$ cat config.mk
export PLATFORM = sky130hd
export DESIGN_NAME = obj_motion_pos
export DESIGN_NICKNAME = d
export VERILOG_FILES = /design/src/rtl/obj_motion_pos.sv
export SDC_FILE = /design/constraint.sdc
export NUM_CORES = 1
export LEC_CHECK = 0
export ABC_AREA = 1
export ABC_CLOCK_PERIOD_IN_PS = 4200
export CORE_UTILIZATION = 40
export CTS_BUF_LIST = sky130_fd_sc_hd__clkbuf_8
export CTS_CLUSTER_DIAMETER = 60
export DETAILED_ROUTE_END_ITERATION = 8
export GPL_ROUTABILITY_DRIVEN = 0
export SETUP_SLACK_MARGIN = 0.02
export SLEW_MARGIN = 5
export SYNTH_ARGS = -nofsm -noshare
export SYNTH_HDL_FRONTEND = slang
export SYNTH_SLANG_ARGS = --single-unit
$ cat constraint.sdc
create_clock -name clk -period 4.2 [get_ports clk]
set_input_delay 1.26 -clock clk [delete_from_list [all_inputs] [get_ports clk]]
set_output_delay 1.26 -clock clk [all_outputs]
set_load 0.1 [all_outputs]
$ cat src/rtl/obj_motion_pos.sv
// rtl/obj_motion_pos.sv - per-object horizontal position register with HMOVE fine motion
module obj_motion_pos #(
    parameter int RESET_OFFSET = 4,
    parameter int HBLANK_POS   = 3,
    parameter int LINE_PIXELS  = 160
) (
    input  logic       clk,
    input  logic       rst_n,
    input  logic       ce,
    input  logic [7:0] pixelNum,
    input  logic       hblank,
    input  logic       res_stb,
    input  logic       hm_wr,
    input  logic [3:0] hm_data,
    input  logic       hmclr,
    input  logic       hmove_stb,
    output logic [7:0] objPos,
    output logic       moving
);

    typedef enum logic {IDLE, MOVE} state_t;

    state_t     state;
    logic [7:0] pos;
    logic [3:0] hm;
    logic [3:0] steps;
    logic       dir;

    logic [8:0] resSum;
    logic [8:0] resWrapped;
    logic [7:0] resPos;
    logic [3:0] hmMag;
    logic [7:0] stepPos;

    // Reset-strobe target: visible pixel plus object offset, folded back into the line.
    always_comb begin
        resSum     = {1'b0, pixelNum} + 9'(RESET_OFFSET);
        resWrapped = (resSum >= 9'(LINE_PIXELS)) ? resSum - 9'(LINE_PIXELS) : resSum;
        resPos     = hblank ? 8'(HBLANK_POS) : resWrapped[7:0];
    end

    // Magnitude of the signed motion value; -8 negates to 4'b1000, which reads as 8 unsigned.
    always_comb begin
        hmMag = hm[3] ? (~hm + 4'd1) : hm;
    end

    // One-pixel step in the latched direction with wrap at both line ends.
    always_comb begin
        if (dir) begin
            stepPos = (pos == 8'd0) ? 8'(LINE_PIXELS - 1) : pos - 8'd1;
        end else begin
            stepPos = (pos == 8'(LINE_PIXELS - 1)) ? 8'd0 : pos + 8'd1;
        end
    end

    // Motion register, position and step FSM; reset strobe beats hmove beats a pending step.
    always_ff @(posedge clk or negedge rst_n) begin
        if (!rst_n) begin
            state <= IDLE;
            pos   <= 8'd0;
            hm    <= 4'd0;
            steps <= 4'd0;
            dir   <= 1'b0;
        end else if (ce) begin
            if (hm_wr) begin
                hm <= hm_data;
            end else if (hmclr) begin
                hm <= 4'd0;
            end

            if (res_stb) begin
                pos   <= resPos;
                steps <= 4'd0;
                state <= IDLE;
            end else if (hmove_stb) begin
                dir   <= ~hm[3];
                steps <= hmMag;
                state <= (hmMag != 4'd0) ? MOVE : IDLE;
            end else if (state == MOVE) begin
                pos   <= stepPos;
                steps <= steps - 4'd1;
                if (steps == 4'd1) begin
                    state <= IDLE;
                end
            end
        end
    end

    assign objPos = pos;
    assign moving = (state == MOVE);

endmodule

==> results of run 1 <==
worst max-delay path by stage:
| stage | endpoint | depth (start not counted) |
|---|---|---|
| 4_1_cts | objPos[5] | 1 |
| 3_3_place_gp | objPos[6] | 15 |
| 5_1_grt | objPos[4] | 1 |
| 3_5_place_dp | objPos[6] | 15 |
| 2_1_floorplan | objPos[5] | 14 |
| 6_report | objPos[5] | 1 |
layer usage:
metal / vias up / global-route usage
met5: - / 0
met4: 0 / 0.0245
met3: 2 / 0.0313
met2: 48 / 0.312
met1: 694 / 0.278
li1: 844 / -
final cells by class:
class | instances | area share
clock buffer | 4 | 0.0276
multi-input combinational | 179 | 0.503
inverter | 39 | 0.0734
tap | 48 | 0.0301
sequential | 18 | 0.226
timing repair buffer | 28 | 0.139
cell usage after synthesis:
master                     instances
sky130_fd_sc_hd__nand2_1          50
sky130_fd_sc_hd__inv_1            31
sky130_fd_sc_hd__nor2_1           24
sky130_fd_sc_hd__nand3_1          20
sky130_fd_sc_hd__dfrtp_1          18
sky130_fd_sc_hd__o21ai_0          17
sky130_fd_sc_hd__a21oi_1          11
sky130_fd_sc_hd__ha_1              9
sky130_fd_sc_hd__inv_2             7
sky130_fd_sc_hd__nor2_2            6
sky130_fd_sc_hd__o21ai_1           5
sky130_fd_sc_hd__o22ai_1           5
sky130_fd_sc_hd__a22oi_1           4
sky130_fd_sc_hd__nand2_2           4
sky130_fd_sc_hd__nand3_2           4
sky130_fd_sc_hd__xor2_1            4
sky130_fd_sc_hd__nand4_1           3
sky130_fd_sc_hd__nor2_4            2
sky130_fd_sc_hd__o21bai_2          2
sky130_fd_sc_hd__o31ai_1           2
sky130_fd_sc_hd__a21oi_2           1
sky130_fd_sc_hd__a21oi_4           1
sky130_fd_sc_hd__buf_2             1
sky130_fd_sc_hd__buf_6             1
sky130_fd_sc_hd__clkinv_1          1
sky130_fd_sc_hd__nand4_2           1
sky130_fd_sc_hd__nor3_1            1
sky130_fd_sc_hd__nor3_2            1
sky130_fd_sc_hd__o221ai_1          1
sky130_fd_sc_hd__o311ai_1          1
registers in the layout, indices dropped and copies added (netlist names):
register  count
objPos        8
hm            4
steps         4
dir           1
moving        1
where the power goes:
part           internal, uW  switching, uW
sequential              204           53.2
combinational           132            303
clock                  83.1           54.2
total                   419            410
cell families after synthesis:
family | count (synthesis)
AOI/OAI and AO/OA | 50
buffers and inverters | 41
and+or+nand+nor | 116
DFF | 18
xor gates and xnor gates | 4
adders and majority gates | 9
through the flow:
| stage | hold slack (ns) | power [uW] | cells |
|---|---|---|---|
| floorplan | 0.495 | 583 | 238 |
| global route | 0.594 | 889 | 316 |
| detailed placement | 0.539 | 694 | 312 |
| finish | 0.549 | 829 | 316 |
| CTS | 0.557 | 834 | 316 |
| global placement | 0.522 | 693 | 312 |
worst register-to-register path: cells and delay by family, from the launching register on:
kind	cells	cell delay [ns]
buffers and inverters	1	0.19
AND/OR/NAND/NOR	4	0.41
AO/OA/AOI/OAI	3	0.34
flip-flops	1	0.43
adder cells (fa/ha/maj)	1	0.19
==> impl_summary.md, run 1 <==
Run status
The flow ran to the end, and the final reports show no timing, DRC or antenna violations.

Clocking
The number of post-CTS setup repair buffers is 0. In this run, post-CTS repair resized a total of 0 instances. The TritonCTS clock tree is done. Hold repair after CTS inserted 0 buffers. The cell at the root of the clock tree is sky130_fd_sc_hd__clkbuf_8. In this run the number of H-tree levels came out at 1. Clock latency on the worst-skew pair, taken at its later pin, is 0.25 ns. The clock slew seen by the registers of the worst setup and hold paths is 0.06 ns. The number of buffers between clock root and the deepest sink is 2. The clock buffer count from CTS is 3. The clock net sink count is 18.

Setup path
The endpoint of the worst register-to-register path is objPos[5]. The startpoint type of the worst setup path is a register. The startpoint identified for the worst register-to-register timing path is objPos[0]. Traced cell by cell, the critical path runs through clkdlybuf4s50_1.

The worst-case register-to-register setup slack is 2.52 ns. The required time reported for the critical path endpoint is 2.94 ns. The worst stage delay on the critical path is 1.19 ns. The number of cell instances on the worst register-to-register path is 9. Of all nets on the critical path, the largest fanout is 8.

The critical path is of the reg -> out type. The largest delay contributor family on the critical path is buffers and inverters. The worst setup path is captured at a primary output. Counting both buffers and inverters, the worst setup path holds a total of 1. The slowest cell on the critical path is sky130_fd_sc_hd__clkdlybuf4s50_1. STA puts the critical path data arrival time at 1.96 ns. In this run the worst setup path begins at objPos[5].

STA
The minimum clock period is 3.22 ns. The number of pins exceeding their max-slew limit in the final report was 0. The setup TNS after final layout is 0 ns. The final worst setup slack is 0.981 ns. Between clock sinks in the finished design, the worst skew comes to 0.00102 ns. Setup violations remaining at the end of the flow were counted as 0.

For the pin with the worst max-slew slack, the measured transition is 0.972 ns. In the finished design, the share of the clock period the worst path needs comes to 0.767. The total count of hold-check failures in the final report is 0. Headroom to the max-slew limit came out at 0.350.

Setup repair after global routing left no endpoint under its margin. The maximum clock frequency is 311 MHz.

Route
Once detail routing completed, the nets flagged for antenna violations numbered 0. Routed signal wires occupy layers up through met4. The met2 wire length is 1610 um. The mean routed wirelength per cell is 11.6 um.

In the routed design, unresolved DRC markers number 0. The vias per cell is 5.03. The number of DRC violations after detailed-routing iteration 0 is 141. The detailed-router iteration count before antenna repair is 4. For this block, the routed nets add up to 3680 um of wire. In the detailed route, the total length drawn on met3 is 218 um. The met1 layer wirelength in the final routing is 1840 um. The routed layout has 1588 vias.

Global routing
The number of global-route vias before repair was 1467. Entering global routing, the biggest net connects 19 pins. The total overflow left after global routing is 0. The overall track demand over capacity in global routing is 0.194.

The first global-routing pass estimated 6530 um of wire. The number of antenna violations at the first check in global routing is 0.

Synth
Synthesis instantiated 30 different standard cells from the library. Measured against the total synthesized area, the mux share comes to 0. A synthesized cell averages 6.79 um2. The sequential-to-total area share from yosys stat is 0.279.

The share of the synthesized area in compound gates (AO/OA/AOI/OAI) was 0.190. The area share of xor/xnor cells in the synthesized design is 0.0217. The post-synthesis share of cell area spent on full adders, half adders and majority gates is 0.0697. The number of nets handed over by synthesis was 267. Of the total synthesized cell area, the portion taken by AND, OR, NAND and NOR gates is 0.340.

The number of warning messages in the yosys log is 0. Ranked by total cell area, the synthesized netlist is headed by sky130_fd_sc_hd__dfrtp_1 28%, sky130_fd_sc_hd__nand2_1 12%, sky130_fd_sc_hd__inv_1 7.2%. The fraction of post-synthesis cell area in the top cell type by area is 0.279.

The synthesized area is 1620 um2. The dominant combinational cell family by area after synthesis is simple AND/OR/NAND/NOR gates. The post-synthesis sequential element count is 18. The cell count after synthesis is 238.

The largest total area in the synthesized netlist belongs to sky130_fd_sc_hd__dfrtp_1.

Floorplan
The die area is 4300 um2. The area of the core region is 3770 um2. The site row count is 22.

The initial cell density of the core is 0.429. The die is 65.6 um tall. During I/O placement, the number of pins put on the boundary was 29. From left edge to right edge, the die measures 65.6 um.

Final layout
Leaving out fill and tap cells, the most frequent cells in the layout are 50 x sky130_fd_sc_hd__nand2_1, 31 x sky130_fd_sc_hd__inv_1, 27 x sky130_fd_sc_hd__clkdlybuf4s50_1. The diode insertion count for antenna repair is 0. Measured on the finished design, the core utilization comes to 0.529. The final net count is 298. The share of layout cells above drive strength 1 is 0.127. The post-route standard cell area excluding fillers is 1990 um2. In the final layout, the multi-input gates occupy 1000 um2. The fill cell total of the finished layout is 384. In the final layout, flip-flops and latches occupy 450 um2. The most common library cell in the layout ignoring fill and taps is sky130_fd_sc_hd__nand2_1.

The area growth from synthesis to final layout is 23.3%.

Power
The peak supply drop is 200 uV. The static power due to leakage is 0.000925 uW. Power spread over the standard cell area amounts to 416 nW/um2.

Worst hold path
The cell count of the worst hold path is 1. For hold timing, the worst endpoint is dir. The worst hold path begins at hm[3]. The path class of the tightest hold or removal check is reg -> reg.

Placed design
The total placed instance area is 1940 um2. The post-placement worst setup slack is 1.09 ns. Buffers placed on the I/O ports in this run total 28.

The HPWL after detailed placement is 2980 um.

Job
The tool flagged a number of max-cap violations equal to 0.
(Power assumes the default switching activity.)
==> run 2, diff against run 1 <==
--- a/config.mk
+++ b/config.mk
@@ -6,12 +6,13 @@
 export NUM_CORES = 1
 export LEC_CHECK = 0
 export ABC_AREA = 1
-export ABC_CLOCK_PERIOD_IN_PS = 4200
+export ABC_CLOCK_PERIOD_IN_PS = 2700
 export CORE_UTILIZATION = 40
 export CTS_BUF_LIST = sky130_fd_sc_hd__clkbuf_8
 export CTS_CLUSTER_DIAMETER = 60
 export DETAILED_ROUTE_END_ITERATION = 8
 export GPL_ROUTABILITY_DRIVEN = 0
+export PLACE_DENSITY = 0.66
 export SETUP_SLACK_MARGIN = 0.02
 export SLEW_MARGIN = 5
 export SYNTH_ARGS = -nofsm -noshare
==> constraint.sdc (replaced) <==
create_clock -name clk -period 2.7 [get_ports clk]
set_input_delay 0.81 -clock clk [delete_from_list [all_inputs] [get_ports clk]]
set_output_delay 0.81 -clock clk [all_outputs]
set_load 0.1 [all_outputs]
==> run 2 against run 1 <==
Against the previous run:
- setup slack got worse by 0.73 ns
- via count rose by 1.4%
- die area did not move
- register-to-register slack got worse by 1.5 ns
- first-iteration DRC count fell by 37%
- total power rose by 56%
- global-route usage rose by 0.59 points
- final cell count rose by 0.95%
- worst hold slack got worse by 0.0096 ns
- count of clock-buffer cells in the layout did not move
- wire length rose by 3.0%
- design area rose by 0.13%
- largest power group unchanged
==> impl_summary.md, run 2 (synthesized netlist as in run 1, its figures left out) <==
Run status
Result of the run: finished clean (unchanged).

Global routing
The met2 capacity usage during global routing is 0.323 (was 0.312). The global-route wire length before repair is 6670 um (was 6530 um). The most crowded layer after global routing is met2 (unchanged). The maximum number of pins on one net before global-route repair came to 19 (unchanged). The number of global-route vias before repair is 1502 (was 1467).

The number of antenna violations at the first check in global routing is 0 (unchanged). The met1 capacity usage during global routing is 0.286 (was 0.278). The overall track demand over capacity in global routing was 0.200 (was 0.194). The total congestion overflow after global routing came to 0 (unchanged). The met3 track demand over resource in global routing is 0.0156 (was 0.0313).

STA
The setup TNS after final layout is 0 ns (unchanged). The transition time at the pin with the least slew margin was 0.354 ns (was 0.972 ns). RSZ-0062 raised after global routing: false (unchanged). The headroom to the max-slew limit is 0.764 (was 0.350).

The total count of hold-check failures in the final report is 0 (unchanged). The minimum clock period is 2.45 ns. The total of endpoints with negative setup slack in the final report was 0 (unchanged). The number of pins exceeding their max-slew limit in the final report was 0 (unchanged). The final worst setup slack was 0.246 ns (was 0.981 ns). The maximum clock frequency is 407 MHz.

The post-route clock period utilization is 0.909. The setup skew after layout is 0.000587 ns (was 0.00102 ns).

Floorplan
The site row count is 22 (unchanged). The die area is 4300 um2 (unchanged). The area of the core region is 3770 um2 (unchanged). The height of the die was 65.6 um (unchanged).

The horizontal extent of the die came to 65.6 um (unchanged). The initial cell density of the core is 0.429 (unchanged). The number of top-level pins was 29 (unchanged).

Power
The sum of internal, switching and leakage power was 1290 uW (was 829 uW). The cell area power density is 646 nW/um2 (was 416 nW/um2). The peak supply drop is 231 uV (was 200 uV).

The static power due to leakage is 0.000947 uW (was 0.000925 uW).

Placed design
The HPWL after detailed placement is 3020 um (was 2980 um). The number of buffers added on ports is 28 (unchanged). The post-placement worst setup slack is 0.000288 ns (was 1.09 ns).

Final layout
The most common library cell in the layout ignoring fill and taps was sky130_fd_sc_hd__nand2_1 (unchanged). The diode insertion count for antenna repair came to 0 (unchanged). The share of layout cells above drive strength 1 was 0.166 (was 0.127).

The final net count is 301 (was 298). The area occupied by registers is 450 um2 (unchanged). Commonest cells after routing, fill and taps aside: 50 x sky130_fd_sc_hd__nand2_1, 31 x sky130_fd_sc_hd__inv_1, 24 x sky130_fd_sc_hd__nor2_1 (was 50 x sky130_fd_sc_hd__nand2_1, 31 x sky130_fd_sc_hd__inv_1, 27 x sky130_fd_sc_hd__clkdlybuf4s50_1). The area growth from synthesis to final layout was 23.5% (was 23.3%). The fill cell total of the finished layout is 370 (was 384). The number of flip-flops under the largest register name was 8 (unchanged). The multi-input combinational cell area is 1000 um2 (unchanged).

Setup path
The number of buffers and inverters on the critical path came to 4 (was 1). The required time reported for the critical path endpoint was 2.84 ns (was 2.94 ns). The kind of end point of the critical path is a register (was primary output). The worst-case register-to-register setup slack is 1.03 ns (was 2.52 ns). The largest fanout of any net on the critical path is 4 (was 8). The worst stage delay on the critical path is 0.47 ns (was 1.19 ns).

The startpoint type of the worst setup path was an input pin (was register). The launch point of the worst reg-to-reg path is objPos[1] (was objPos[0]). The cell depth of the worst setup path is 15 (was 1). The data arrival at the endpoint of the critical path is 2.60 ns (was 1.96 ns). The startpoint of the most critical setup path is pixelNum[2] (was objPos[5]).

The path type of the worst setup path is in -> reg (was reg -> out). The number of cell instances on the worst register-to-register path is 8 (was 9). The largest delay contributor family on the critical path is buffers and inverters (unchanged). The slowest cell on the critical path was sky130_fd_sc_hd__clkdlybuf4s50_1 (unchanged). The most numerous cell type found on the critical path is sky130_fd_sc_hd__nand2_1. The endpoint of the worst register-to-register path is objPos[5] (unchanged). Cell breakdown of the critical path: clkdlybuf4s50_1, ha_1, nand2_1, clkinv_1, nand2_1, nand2_2, ha_1, inv_1, nand3_2, nand2_1, inv_2, nand2_1, nand2_1, nand3_1, a21oi_1 (was clkdlybuf4s50_1).

Clocking
The cell at the root of the clock tree was sky130_fd_sc_hd__clkbuf_8 (unchanged). The clock net sink count was 18 (unchanged). The post-cts resize count is 0 (unchanged). The number of buffers between clock root and the deepest sink is 2 (unchanged). The number of post-CTS setup repair buffers is 0 (unchanged). The TritonCTS clock tree is done (unchanged). The clock buffer count from CTS is 3 (unchanged). The clock slew seen by the registers of the worst setup and hold paths came to 0.07 ns (was 0.06 ns). The deepest level of the CTS H-tree is 1 (unchanged). The later-pin clock latency in the skew report is 0.25 ns (about the same). The number of hold buffers added after cts was 0 (unchanged).

Route
The detailed-router iteration count before antenna repair is 4 (unchanged). The post-detailed-routing wire length is 3790 um (was 3680 um). The number of design rule violations left after detail routing is 0 (unchanged). The number of DRC violations after detailed-routing iteration 0 is 89 (was 141). The count of vias placed by the detailed router is 1610 (was 1588). The vias per cell is 5.05 (was 5.03). The mean routed wirelength per cell is 11.9 um (was 11.6 um). The number of nets with antenna violations after routing was 0 (unchanged).

Worst hold path
The origin of the worst min-delay path is hm[3] (unchanged). The cell count of the worst hold path is 1 (unchanged). The worst min-delay path category is reg -> reg (unchanged). The worst hold path endpoint is dir (unchanged).

Job
The max capacitance violation total came to 0 (unchanged).
==> run 2: changes by cell type in the layout (fill, tap and decap cells not counted), sizes merged <==
cell | before | now
buf | 1 | 12
clkdlybuf4s50 | 27 | 19
==> run 2: metrics by stage <==
step	util	cell area, um2	hold slack, ns	cells
6_report	0.529	2000	0.539	319
5_1_grt	0.529	2000	0.572	319
3_3_place_gp	0.515	1940	0.526	315
4_1_cts	0.529	2000	0.547	319
2_1_floorplan	-	1620	0.495	238
3_5_place_dp	0.515	1940	0.530	315
==> run 2: layer usage <==
metal / vias up / routed length, um
li1: 852 / -
met1: 717 / 1950
met2: 36 / 1690
met3: 5 / 113
met4: 0 / 34
met5: - / 0
==> run 2: cell type report <==
cell class                      instances  area share
Timing Repair Buffer                   31       0.140
Clock buffer                            4      0.0276
Sequential cell                        18       0.226
Tap cell                               48      0.0301
Inverter                               39      0.0734
Multi-Input combinational cell        179       0.503
==> run 2: worst max-delay path by stage <==
| stage | slack (ns) | to |
|---|---|---|
| 5_1_grt | 0.05 | objPos[6] |
| 3_5_place_dp | 0.0003 | objPos[6] |
| 2_1_floorplan | 0.58 | objPos[5] |
| 6_report | 0.25 | objPos[6] |
| 3_3_place_gp | 0.09 | objPos[6] |
| 4_1_cts | 0.26 | objPos[6] |
==> run 2: power by group <==
| group | total, uW | internal [uW] | switching [uW] |
|---|---|---|---|
| clock network | 221 | 130 | 91.3 |
| logic | 669 | 198 | 470 |
| registers | 400 | 317 | 83.3 |
==> run 3, diff against run 2 <==
--- a/config.mk
+++ b/config.mk
@@ -7,12 +7,12 @@
 export LEC_CHECK = 0
 export ABC_AREA = 1
 export ABC_CLOCK_PERIOD_IN_PS = 2700
-export CORE_UTILIZATION = 40
+export CORE_UTILIZATION = 49
 export CTS_BUF_LIST = sky130_fd_sc_hd__clkbuf_8
 export CTS_CLUSTER_DIAMETER = 60
 export DETAILED_ROUTE_END_ITERATION = 8
 export GPL_ROUTABILITY_DRIVEN = 0
-export PLACE_DENSITY = 0.66
+export PLACE_DENSITY = 0.78
 export SETUP_SLACK_MARGIN = 0.02
 export SLEW_MARGIN = 5
 export SYNTH_ARGS = -nofsm -noshare
==> run 3 against run 2 <==
Against the previous run:
- non-clock buffer count decreased by 1
- final cell count decreased by 1.6%
- via count increased by 1.2%
- wire length decreased by 3.4%
- setup slack got worse by 0.015 ns
- critical path depth unchanged
- total power about the same
- count of clock-buffer cells in the layout unchanged
- sequential power about the same
- clock skew increased by 0.00082 ns
- clock power about the same
- largest power group unchanged
- highest routed layer unchanged
==> impl_summary.md, run 3 (synthesized netlist as in run 1, its figures left out) <==
STA
The maximum clock frequency is 405 MHz (was 407 MHz). The post-route clock period utilization is 0.914 (was 0.909). The setup skew after layout is 0.00141 ns (was 0.000587 ns). The minimum clock period is 2.47 ns (was 2.45 ns). RSZ-0062 raised after global routing: false (unchanged). The number of pins exceeding their max-slew limit in the final report is 0 (unchanged). The total of endpoints with negative setup slack in the final report came to 0 (unchanged). The headroom to the max-slew limit is 0.778 (was 0.764). The transition time at the pin with the least slew margin came to 0.333 ns (was 0.354 ns).

The total count of hold-check failures in the final report is 0 (unchanged).

Setup path
The kind of end point of the critical path is a register (unchanged). The cell seen most often among critical-path stages is sky130_fd_sc_hd__nand2_1 (unchanged). The largest fanout of any net on the critical path is 4 (unchanged). The number of cell instances on the worst register-to-register path is 8 (unchanged). The startpoint type of the worst setup path is an input pin (unchanged). The required time reported for the critical path endpoint came to 2.84 ns (about the same). The worst-case register-to-register setup slack is 1.06 ns (was 1.03 ns).

The slowest cell on the critical path is sky130_fd_sc_hd__clkdlybuf4s50_1 (unchanged). The path type of the worst setup path is in -> reg (unchanged). The worst stage delay on the critical path is 0.46 ns (was 0.47 ns). The data arrival at the endpoint of the critical path was 2.61 ns (was 2.60 ns). Cell breakdown of the critical path: clkdlybuf4s50_1, ha_1, nand2_1, clkinv_1, nand2_1, nand2_2, ha_1, inv_1, nand3_2, nand2_1, inv_2, nand2_1, nand2_1, nand3_1, a21oi_1 (unchanged).

Floorplan
The area of the core region was 3100 um2 (was 3770 um2). The die area was 3530 um2 (was 4300 um2). The number of top-level pins came to 29 (unchanged).

The site row count is 20 (was 22). The initial cell density of the core came to 0.521 (was 0.429). The height of the die is 59.4 um (was 65.6 um). The horizontal extent of the die is 59.4 um (was 65.6 um).

Placed design
The number of placed cells counting well taps came to 310 (was 315). The number of buffers added on ports is 28 (unchanged). The HPWL after detailed placement is 2960 um (was 3020 um).

Clocking
The deepest level of the CTS H-tree is 1 (unchanged). The post-cts resize count is 0 (unchanged). The later-pin clock latency in the skew report is 0.25 ns (about the same).

The clock buffer count from CTS is 3 (unchanged). The number of post-CTS setup repair buffers was 0 (unchanged). The cell at the root of the clock tree is sky130_fd_sc_hd__clkbuf_8 (unchanged). The number of hold buffers added after cts came to 0 (unchanged). The clock net sink count is 18 (unchanged). The TritonCTS clock tree is done (unchanged).

The clock slew seen by the registers of the worst setup and hold paths is 0.07 ns (about the same). The number of buffers between clock root and the deepest sink came to 2 (unchanged).

Global routing
The global-route wire length before repair was 6410 um (was 6670 um). The overall track demand over capacity in global routing is 0.236 (was 0.200). The total congestion overflow after global routing is 0 (unchanged).

The maximum number of pins on one net before global-route repair came to 19 (unchanged). The number of global-route vias before repair is 1509 (was 1502). The number of antenna violations at the first check in global routing was 0 (unchanged).

Job
The max capacitance violation total came to 0 (unchanged).

Route
The post-detailed-routing wire length is 3660 um (was 3790 um). The number of nets with antenna violations after routing is 0 (unchanged). The vias per cell is 5.19 (was 5.05). The count of vias placed by the detailed router is 1629 (was 1610). The number of DRC violations after detailed-routing iteration 0 was 111 (was 89). The detailed-router iteration count before antenna repair came to 4 (unchanged). The number of design rule violations left after detail routing was 0 (unchanged).

The mean routed wirelength per cell is 11.6 um (was 11.9 um).

Final layout
The final net count is 300 (was 301). The number of cells in the finished layout apart from fillers is 314 (was 319). The diode insertion count for antenna repair is 0 (unchanged).

The area growth from synthesis to final layout is 22.7% (was 23.5%). The final standard cell utilization of the core is 0.639 (was 0.529). The fill cell total of the finished layout is 316 (was 370). Commonest cells after routing, fill and taps aside: 50 x sky130_fd_sc_hd__nand2_1, 31 x sky130_fd_sc_hd__inv_1, 24 x sky130_fd_sc_hd__nor2_1 (unchanged). The share of layout cells above drive strength 1 is 0.163 (was 0.166). The number of flip-flops under the largest register name came to 8 (unchanged). The most common library cell in the layout ignoring fill and taps was sky130_fd_sc_hd__nand2_1 (unchanged).

Run status
Result of the run: finished clean (unchanged).

Power
The static power due to leakage is 0.000942 uW (was 0.000947 uW). The peak supply drop came to 266 uV (was 231 uV). The cell area power density is 651 nW/um2 (was 646 nW/um2).

Worst hold path
The worst min-delay path category is reg -> reg (unchanged). The cell count of the worst hold path is 2 (was 1).
## run 3: changes by cell type in the layout (fill, tap and decap cells not counted), sizes merged
cell  change
buf       -1
## run 3: final timing paths
path,start,to
hold reg to reg,moving,moving
max in group asynchronous,rst_n,objPos[7]
setup / recovery,pixelNum[2],objPos[6]
hold / removal,moving,moving
setup reg to reg,objPos[1],objPos[5]
min in group asynchronous,rst_n,steps[3]
## run 3: critical path: cells and delay by family
kind	cells	cell delay [ns]
AO/OA/AOI/OAI	1	0.07
buffers and inverters	4	0.65
adder cells (fa/ha/maj)	2	0.47
AND/OR/NAND/NOR	8	0.62
## run 3: per-layer routing
metal,part of all wire,global-route usage
met4,0.010,0.0544
met1,0.48,0.315
met5,0,0
met2,0.46,0.403
met3,0.046,0.0328
## run 3: layout make-up
type                            instances  area, um2  share of cell area
Inverter                               39        146              0.0738
Timing Repair Buffer                   30        273               0.138
Sequential cell                        18        450               0.227
Multi-Input combinational cell        179       1000               0.506
Tap cell                               44       55.1              0.0278
Clock buffer                            4       55.1              0.0278
## run 3: per-stage QoR
step	total power (uW)	TNS (ns)	instance area, um2	setup slack (ns)	hold slack (ns)
after floorplan	907	0	1620	0.582	0.495
after global placement	1060	0	1930	0.0929	0.532
final	1290	0	1980	0.231	0.550
after CTS	1290	0	1980	0.234	0.563
after global routing	1380	0	1980	0.0972	0.601
after detailed placement	1070	-0.0567	1930	-0.0348	0.546
## run 3: where the power goes
part / switching (uW) / leakage (uW) / internal (uW) / total (uW)
clock network: 89.7 / 0.0000288 / 130 / 219
registers: 81.1 / 0.000221 / 317 / 398
logic: 475 / 0.000692 / 198 / 673
